File: src/rtl/fifo_pkg.sv
// rtl/fifo_pkg.sv - shared constants and types for the FIFO read-side streamer
package fifo_pkg;
    localparam int WIDTH     = 8;
    localparam int OUT_DEPTH = 3;

    typedef logic [1:0] level_t;

    // Circular pointer advance; the depth is not a power of two, so wrap explicitly.
    function automatic level_t ptr_inc(input level_t p);
        return (p == level_t'(OUT_DEPTH - 1)) ? '0 : p + 2'd1;
    endfunction
endpackage

File: src/rtl/fifo_rd_stream_if.sv
// rtl/fifo_rd_stream_if.sv - valid/ready output stream of the FIFO read-side streamer
interface fifo_rd_stream_if import fifo_pkg::*; #(parameter int Width = WIDTH);
    logic             m_valid;
    logic             m_ready;
    logic [Width-1:0] m_data;

    modport master (output m_valid, output m_data, input m_ready);
    modport slave  (input m_valid, input m_data, output m_ready);
endinterface

File: src/rtl/rd_out_buf.sv
// rtl/rd_out_buf.sv - 3-entry circular output buffer with push, pop, head data and occupancy
module rd_out_buf import fifo_pkg::*; #(parameter int Width = WIDTH) (
    input  logic             clk,
    input  logic             rst_n,
    input  logic             clear,
    input  logic             push,
    input  logic [Width-1:0] push_data,
    input  logic             pop,
    output logic [Width-1:0] head_data,
    output level_t           occ
);
    logic [Width-1:0] mem [OUT_DEPTH];
    level_t           head;
    level_t           tail;
    logic             do_push;
    logic             do_pop;

    assign do_pop  = pop && (occ != '0);
    // A full buffer still accepts a push when the head leaves in the same cycle.
    assign do_push = push && ((occ != level_t'(OUT_DEPTH)) || do_pop);

    always_ff @(posedge clk or negedge rst_n) begin
        if (!rst_n) begin
            for (int i = 0; i < OUT_DEPTH; i++) begin
                mem[i] <= '0;
            end
            head <= '0;
            tail <= '0;
            occ  <= '0;
        end else if (clear) begin
            head <= '0;
            tail <= '0;
            occ  <= '0;
        end else begin
            if (do_push) begin
                mem[tail] <= push_data;
                tail      <= ptr_inc(tail);
            end
            if (do_pop) begin
                head <= ptr_inc(head);
            end
            case ({do_push, do_pop})
                2'b10:   occ <= occ + 2'd1;
                2'b01:   occ <= occ - 2'd1;
                default: occ <= occ;
            endcase
        end
    end

    assign head_data = mem[head];
endmodule

File: src/rtl/fifo_rd_stream.sv
// rtl/fifo_rd_stream.sv - issues async-FIFO reads and streams the words out through a small skid buffer
module fifo_rd_stream import fifo_pkg::*; #(parameter int Width = WIDTH) (
    input  logic              rclk,
    input  logic              rrst_n,
    input  logic              en,
    input  logic              flush,
    input  logic              fifo_empty,
    input  logic [Width-1:0]  fifo_rdata,
    output logic              fifo_r_en,
    fifo_rd_stream_if.master  m,
    output level_t            level,
    output logic [15:0]       rd_count
);
    logic             inflight;
    level_t           occ;
    logic             pop;
    logic [Width-1:0] head_data;
    logic [2:0]       committed;

    // Reads are budgeted against buffered plus in-flight words only, so m_ready never reaches fifo_r_en.
    assign committed = {1'b0, occ} + {2'b00, inflight};
    assign fifo_r_en = rrst_n && en && !fifo_empty && !flush && (committed < 3'(OUT_DEPTH));

    assign m.m_valid = (occ != '0) && !flush;
    assign m.m_data  = head_data;
    assign pop       = m.m_valid && m.m_ready;
    assign level     = occ;

    always_ff @(posedge rclk or negedge rrst_n) begin
        if (!rrst_n) begin
            inflight <= 1'b0;
            rd_count <= '0;
        end else begin
            inflight <= fifo_r_en;
            if (pop) begin
                rd_count <= rd_count + 16'd1;
            end
        end
    end

    // A word returning during flush is dropped rather than pushed.
    rd_out_buf #(.Width(Width)) u_buf (
        .clk       (rclk),
        .rst_n     (rrst_n),
        .clear     (flush),
        .push      (inflight && !flush),
        .push_data (fifo_rdata),
        .pop       (pop),
        .head_data (head_data),
        .occ       (occ)
    );
endmodule

File: src/flat_wrapper.sv
// flat-port wrapper written by rule: the top's interface ports become plain ports
module fifo_rd_stream_flat import fifo_pkg::*;
#(parameter int Width = WIDTH)
  (rclk, rrst_n, en, flush, fifo_empty, fifo_rdata, fifo_r_en, level, rd_count, m_m_valid, m_m_data, m_m_ready);
  fifo_rd_stream_if #(.Width(Width)) m_i ();
  input  logic rclk;
  input  logic rrst_n;
  input  logic en;
  input  logic flush;
  input  logic fifo_empty;
  input  logic [Width-1:0] fifo_rdata;
  output logic fifo_r_en;
  output level_t level;
  output logic [15:0] rd_count;
  output wire logic [$bits(m_i.m_valid)-1:0] m_m_valid;
  output wire logic [$bits(m_i.m_data)-1:0] m_m_data;
  input wire logic [$bits(m_i.m_ready)-1:0] m_m_ready;
  assign m_m_valid = m_i.m_valid;
  assign m_m_data = m_i.m_data;
  assign m_i.m_ready = m_m_ready;
  fifo_rd_stream #(.Width(Width)) u_core (.rclk(rclk), .rrst_n(rrst_n), .en(en), .flush(flush), .fifo_empty(fifo_empty), .fifo_rdata(fifo_rdata), .fifo_r_en(fifo_r_en), .m(m_i), .level(level), .rd_count(rd_count));
endmodule
File: config.mk
export PLATFORM = sky130hd
export DESIGN_NAME = fifo_rd_stream_flat
export DESIGN_NICKNAME = d
export VERILOG_FILES = /design/src/rtl/fifo_pkg.sv /design/src/rtl/fifo_rd_stream_if.sv /design/src/rtl/rd_out_buf.sv /design/src/rtl/fifo_rd_stream.sv /design/src/flat_wrapper.sv
export SDC_FILE = /design/constraint.sdc
export NUM_CORES = 1
export LEC_CHECK = 0
export ABC_AREA = 1
export BUFFER_PORTS_ARGS = -buffer_cell sky130_fd_sc_hd__buf_2
export CAP_MARGIN = 10
export CORE_ASPECT_RATIO = 1.1
export CORE_MARGIN = 8
export CORE_UTILIZATION = 55
export DETAILED_ROUTE_END_ITERATION = 16
export PLACE_DENSITY = 0.83
export SETUP_SLACK_MARGIN = 0.02
export SLEW_MARGIN = 40
export SYNTH_ARGS = -nofsm -noshare
export SYNTH_HDL_FRONTEND = slang
export SYNTH_SLANG_ARGS = --single-unit
File: constraint.sdc
create_clock -name rclk -period 3.95 [get_ports rclk]
set_clock_uncertainty 0.15 [all_clocks]
set_input_delay 0.1975 -clock rclk [delete_from_list [all_inputs] [get_ports rclk]]
set_output_delay 0.1975 -clock rclk [all_outputs]
set_load 0.01 [all_outputs]
* Word-level counts from Yosys, hierarchy flattened
Index checks and enable logic that the tools add are counted. W data, S select, Z words.
Operators by class: $add $sub $neg 6, multipliers 0, divide/modulo/power cells 0, order comparisons 4, equal/unequal tests 5, shift-type cells 0, muxes and demuxes 14, bitwise operators 3, reductions and logical operators 18
Operators with widths (number):
- $bwmux W24 | 1
- $mux W8 | 3
- $add A16 B1 Y16 const B | 1
- $bmux W8 S2 | 1
- $demux W8 S2 | 1
- $mux W2 | 7
- $logic_and A1 B1 Y1 | 10
- $add A2 B1 Y2 const B | 3
- $eq A2 B2 Y1 const B | 3
- $ge A3 B3 Y1 const B | 2
- $not A2 Y3 | 2
- $reduce_bool A2 Y1 | 3
- $pmux W2 S2 | 1
- $add A2 B1 Y3 | 1
- $lt A3 B1 Y1 const B | 1
- $lt A3 B2 Y1 const B | 1
- $reduce_bool A3 Y1 | 1
- $eq A2 B1 Y1 const B | 1
- $logic_not A1 Y1 | 2
- $ne A2 B2 Y1 const B | 1
- $reduce_and A2 Y1 | 1
- $sub A2 B1 Y2 const B | 1
- $logic_or A1 B1 Y1 | 1
- $not A1 Y1 | 1
Word-level totals: flip-flop bits (word level) 47, latch bits 0, memory bits (writable) 0, ROM bits 0, input port bits 14, output and inout bits 28, word-level logic and storage cells 58, memories 0

* Depth between registers and ports, before layout
Gate-level depths: netlist of run 1.
depth in word-level cells 9, depth in mapped cells 9

* By module
From an unflattened synthesis of run 1, not the netlist that was laid out.
Second synthesis, totals: cells, all modules 314, area, all modules 2467.4 um^2
Modules (own cells, without submodules):
- rd_out_buf | times used 1, cells an instance 183, area each 1451.4 um^2
- fifo_rd_stream | times used 1, cells an instance 131, area each 1016.0 um^2

* Least setup slack after synthesis of run 1
Ideal clock, no wire load.
path kind register to register, start point register u_core.u_buf.occ[0], end point register u_core.inflight, library setup time 0.203 ns, data arrival time 1.726 ns, required time 3.597 ns, path slack 1.872 ns, stages on the path, launching flop included 4, path buffers 0, cell sequence dfrtp_1 -> ha_1 -> ha_1 -> a2111oi_0
Between the ends: cells in the longest elaborated chain, start to end 3
Ends and longest elaborated chain:
- from (decl) | line rd_out_buf.sv:10 | output level_t occ
- from (signal assigned) | line rd_out_buf.sv:43 | 2'b10: occ <= occ + 2'd1;
- from (signal assigned) | line rd_out_buf.sv:44 | 2'b01: occ <= occ - 2'd1;
- $add A2 B1 Y3 | line fifo_rd_stream.sv:21 | assign committed = {1'b0, occ} + {2'b00, inflight};
- $lt A3 B2 Y1 | line fifo_rd_stream.sv:22 | assign fifo_r_en = rrst_n && en && !fifo_empty && !flush && (committed < 3'(OUT_DEPTH));
- $logic_and A1 B1 Y1 | line fifo_rd_stream.sv:22
- net fifo_r_en | line flat_wrapper.sv:12 | output logic fifo_r_en;
- to (signal assigned) | line fifo_rd_stream.sv:34 | inflight <= fifo_r_en;
- to (decl) | line fifo_rd_stream.sv:14 | logic inflight;
The timed path passes the listed nets, and every way through them passes these cells. A chain may end at the register's enable or synchronous reset.

* Worst setup path after layout of run 1
start point input port rrst_n, end point output port fifo_r_en
Between the ends: cells in the longest elaborated chain, start to end 4
Ends and longest elaborated chain:
- from (decl) | line flat_wrapper.sv:7 | input logic rrst_n;
- $logic_and A1 B1 Y1 (4 in a row) | line fifo_rd_stream.sv:22
- to (decl) | line flat_wrapper.sv:12
Every way passes these cells.

==> metrics, run 1 <==
post-CTS setup buffer count 0; Peak supply drop 0.0003285 V; core box area 4348 sq um; area occupied by multi-input gates 1154 sq um; relative slew slack 56.47%; FF/Latch Area 1176 sq um; period utilization 59.58%; std cell rows 25; Post-Synthesis Cells 302; GRT Residual Overflow 0; DR vias 2,058; number of remaining DRC errors 0; EDFF count, synth 0; antenna diode count 0; num ports 42; setup ws final 1.597 ns; Die ar. 6987 sq um; wire length per cell 12.40 microns; Slew Viols, Final 0; GRT Util Overall 15.45%; clock latency at the later pin of the worst-skew pair 0.30 ns; Cell Area, Placed 2729 sq um; Synth Cell Area 2511 sq um; initial antenna violation count 0; YS warnings 0; status completed; count of buffers from port buffering 41; synth top area cells dfrtp_1 47%, nand2_1 16%, o21ai_2 8.0%, inv_1 4.3%, nor2_1 4.0%; DP Worst Slack 1.967 ns; most frequent cells in the layout 109 x nand2_1, 47 x dfrtp_1, 41 x buf_2, 29 x inv_1, 27 x nor2_1; unrepaired setup endpoints after global routing no; endpoint type of the worst setup path output port; Routed Antenna Nets 0; clk sinks 47; register area share after synthesis 46.84%; dpl hpwl 3711 microns; Slew @ Worst Pin 0.6506 ns; Worst Path Max Fanout 48; WHS 0.004417 ns; CTS tree done; Tmin final 2.353 ns; Fillers 393; Leakage Power 0.001465 uW; CTS Buffer Depth 2; most common cell after layout, fill and taps aside nand2_1; final WL 4986 microns; largest net degree at the start of global routing 49; Hold Path Class input pin to flip-flop; mean post-synth cell area 8.315 sq um; f_max 424.9 MHz; worst path required time 3.60 ns; Initial Util 57.76%; die height 86.87 microns; final hold violations 0; first-pass GRT wire length 8742 microns; Final Cell Area 2843 sq um; Synth area leader dfrtp_1; Yosys cell types 28; Post-synth ARST share 100.0%; Syn-to-layout area delta 13.20%; count of state elements after synthesis 47; vias in the first global route 2,047; Routability Congestion 0.8025; Core Util, Final 65.38%; Worst-path clk slew 0.08 ns; Die W 80.43 microns; Initial DRC Count 150; Pwr per Cell Area 498.1 nW/um^2; kind of critical path input pin to output port; Final #Nets 364; Root Buffer clkbuf_8; Max-Cap Viols 0; layout cells sized above 1 24.71%; Worst Path Arrival 2.01 ns; H-Tree Depth 2; Setup Viol. Count Final 0; Post-Syn Nets 319; setup TNS 0 ns; post-synth top area share 46.84%; Via-to-Cell Ratio 5.119; CTS Buf Count 5; top_reg_cell synth dfrtp_1; DR pass1 iterations 4; startpoint types input pin
-- critical path: stages --
cell and delay, ns:
dlygate4sd3_1 0.51, buf_2 0.09, buf_4 0.47, nand3b_1 0.12, a2111oi_0 0.37, buf_2 0.22
-- flip-flops by register name, summed over array words and instances, names as in the netlist --
name,cells
u_core.rd_count,16
u_core.inflight,1
u_core.u_buf.occ,2
u_core.u_buf.tail,2
u_core.u_buf.mem,24
u_core.u_buf.head,2
-- Yosys cell counts, types with 3 or more instances --
library cell  number
o21ai_2           23
ha_1               3
dfrtp_1           47
nor2_1            27
xor2_1             6
nand4_1            5
nand3_4            3
nand2_1          109
nand2_2            5
inv_1             29
nand3_1           17
o21ai_0            9
-- report_power, final --
group | internal [uW] | switching (uW)
clock | 159 | 160
combinational | 169 | 276
sequential | 568 | 84.3
-- stage by stage --
stage / cells / power, uW
floorplan: 302 / 941.0
global placement: 393 / 1097
detailed placement: 393 / 1115
CTS: 402 / 1432
global route: 402 / 1515
finish: 402 / 1416
-- what timing repair did --
| item | CTS | global route |
|---|---|---|
| gates resized for setup | 0 | 0 |
| hold buffers | 1 | 0 |
| endpoints found under the hold margin | 47 | 0 |
-- metal layers --
layer / vias up / wire (microns) / global-route usage, %
met5: - / 0 / 0
met4: 0 / 40 / 5.132
met3: 4 / 295 / 3.202
met2: 52 / 2537 / 28.47
met1: 956 / 2112 / 16.79
li1: 1046 / - / -
-- worst paths after layout --
path / startpoint / end / slack (ns) / cells past startpoint
min in group asynchronous: rrst_n / u_core.rd_count[6] / 0.36 / 3
worst min register to register: u_core.u_buf.mem[5] / u_core.u_buf.mem[5] / 0.34 / 2
worst max register to register: u_core.u_buf.occ[1] / u_core.u_buf.occ[1] / 2.14 / 8
max in group asynchronous: rrst_n / u_core.u_buf.mem[8] / 2.89 / 3
worst min-delay path: fifo_empty / u_core.inflight / 0.004 / 3
worst max-delay path: rrst_n / fifo_r_en / 1.60 / 6
-- cells by family (layout without fill, tap and decap cells) --
family          after synthesis  count (layout)  share of synthesized area [%]
xor+xnor                      7               7                          2.442
flops                        47              47                          46.84
compound gates               36              36                          11.01
simple gates                173             173                          30.99
fa+ha+maj                     3               3                          1.495
buf+inv                      36              82                          7.225
-- final cells by class --
type	count	share of cell area, %
clock buffers	7	3.389
clock inverters	1	0.2641
inverters	31	4.181
multi-input cells	219	40.58
flip-flops and latches	47	41.37
well taps	54	2.377
repair buffers	43	7.835
Power figures use the tool's default switching activity.
==> run 2, diff against run 1 <==
clock period = 2.4 ns   (was 3.95 ns; I/O delays follow)
==> metrics, run 2 (synthesized netlist as in run 1, its figures left out) <==
Leakage Power 0.001518 uW; switching share of total power 35.97%; core box area 4348 sq um; Largest Register u_core.u_buf.mem; GRT Residual Overflow 0; Setup Viol. Count Final 0; Final #Nets 376; worst path required time 2.49 ns; startpoint types flip-flop; num ports 42; dpl hpwl 3670 microns; Hold Path Stages 4; kind of critical path flip-flop to flip-flop; period utilization 92.86%; Worst Path Arrival 2.32 ns; Worst-path clk slew 0.08 ns; layout cells sized above 1 23.96%; Routed Antenna Nets 0; sequential share of power 44.9%; Die ar. 6987 sq um; GRT Util Overall 16.54%; first-pass GRT wire length 9190 microns; final WL 5244 microns; count of buffers from port buffering 41; endpoint type of the worst setup path flip-flop; CTS Buf Count 5; Hold Path Class input pin to flip-flop; Slew @ Worst Pin 0.6500 ns; largest net degree at the start of global routing 48; H-Tree Depth 2; largest registers u_core.u_buf.mem (24), u_core.rd_count (16); DR pass1 iterations 4; worst-case reg-to-reg path depth 4; Pint 1536 uW; vias in the first global route 2,165; Peak supply drop 0.0003806 V; Tmin final 2.229 ns; unrepaired setup endpoints after global routing no; relative slew slack 56.51%; max reg flops 24; clk sinks 47; status completed; f_max 448.7 MHz; Worst Path Max Fanout 7; Initial Util 57.76%; Combinational Power Share 31.8%; die height 86.87 microns; DR vias 2,121; Fillers 360; final hold violations 0; Switch Pwr 862.8 uW; Initial DRC Count 137; Syn-to-layout area delta 18.09%; std cell rows 25; initial antenna violation count 0; CTS tree done; clock latency at the later pin of the worst-skew pair 0.30 ns; antenna diode count 0; Die W 80.43 microns; most common cell after layout, fill and taps aside nand2_1; DP Worst Slack 0.4818 ns; setup ws final 0.1713 ns; Slew Viols, Final 0; CTS Buffer Depth 2; Via-to-Cell Ratio 5.136; Clk pwr share 23.3%; Routability Congestion 0.8088; Max-Cap Viols 0; Root Buffer clkbuf_8; most frequent cells in the layout 109 x nand2_1, 47 x dfrtp_1, 41 x buf_2, 29 x inv_1, 27 x nor2_1; Pwr per Cell Area 809.0 nW/um^2; setup TNS 0 ns; number of remaining DRC errors 0; post-CTS setup buffer count 0; wire length per cell 12.70 microns
-- run 2: cell types whose count changed in the layout (fill, tap and decap cells not counted) --
cell,previous run,this run
a2111oi_2,0,1
a2111oi_0,1,0
clkinvlp_4,1,0
dlygate4sd3_1,1,12
clkbuf_8,7,5
clkbuf_1,0,1
bufinv_16,0,1
buf_4,1,2
-- run 2: power by group through the flow --
| stage | registers [uW] | logic, uW | clock network, uW |
|---|---|---|---|
| 3_3_place_gp | 1080 | 732 | 0 |
| 3_5_place_dp | 1090 | 750 | 0 |
| 6_report | 1080 | 762 | 560 |
| 4_1_cts | 1070 | 771 | 579 |
| 2_1_floorplan | 1100 | 451 | 0 |
| 5_1_grt | 1100 | 865 | 614 |
-- run 2: layout make-up --
type	count	area, sq um	share of cell area, %
clock buffers	6	72.57	2.447
well taps	54	67.56	2.278
multi-input cells	219	1160	39.11
clock inverters	1	30.03	1.013
inverters	31	118.9	4.008
repair buffers	55	340.3	11.48
flip-flops and latches	47	1176	39.66
-- run 2: final timing paths --
path / start / end / slack, ns
worst min-delay path: flush / u_core.u_buf.occ[0] / 0.08
max in group asynchronous: rrst_n / u_core.u_buf.mem[23] / 1.39
worst min register to register: u_core.u_buf.mem[1] / u_core.u_buf.mem[1] / 0.34
min in group asynchronous: rrst_n / u_core.u_buf.occ[1] / 0.30
worst max-delay path: u_core.u_buf.occ[0] / u_core.inflight / 0.17
worst max register to register: u_core.u_buf.occ[0] / u_core.inflight / 0.17
-- run 2: through the flow --
| stage | utilization, % | cell area (sq um) | hold slack, ns | power [uW] | std cells |
|---|---|---|---|---|---|
| floorplan | - | 2511 | -0.3256 | 1549 | 302 |
| global placement | 62.94 | 2736 | 0.1353 | 1811 | 394 |
| detailed placement | 62.94 | 2736 | 0.1368 | 1839 | 394 |
| CTS | 68.06 | 2959 | 0.04220 | 2424 | 413 |
| global route | 68.20 | 2965 | 0.08914 | 2576 | 413 |
| finish | 68.20 | 2965 | 0.08054 | 2399 | 413 |
-- run 2: worst max-delay path, cell delays in order, from the launching register on --
cell,delay [ns]
dfrtp_1,0.46
ha_1,0.24
ha_1,0.29
a2111oi_2,0.41
dlygate4sd3_1,0.61
-- run 2: routing by layer --
| layer | global-route usage [%] | vias up | share of wire (%) |
|---|---|---|---|
| met5 | 0 | - | 0 |
| met4 | 7.450 | 0 | 2.0 |
| met3 | 5.785 | 11 | 6.5 |
| met2 | 28.32 | 49 | 49 |
| met1 | 17.67 | 986 | 43 |
| li1 | - | 1075 | - |
-- run 2: what timing repair did --
| action | CTS | global route |
|---|---|---|
| resized for setup | 0 | 2 |
| hold buffers | 12 | 0 |
| hold endpoints to repair | 70 | 0 |
| endpoints found under the setup margin | 0 | 2 |
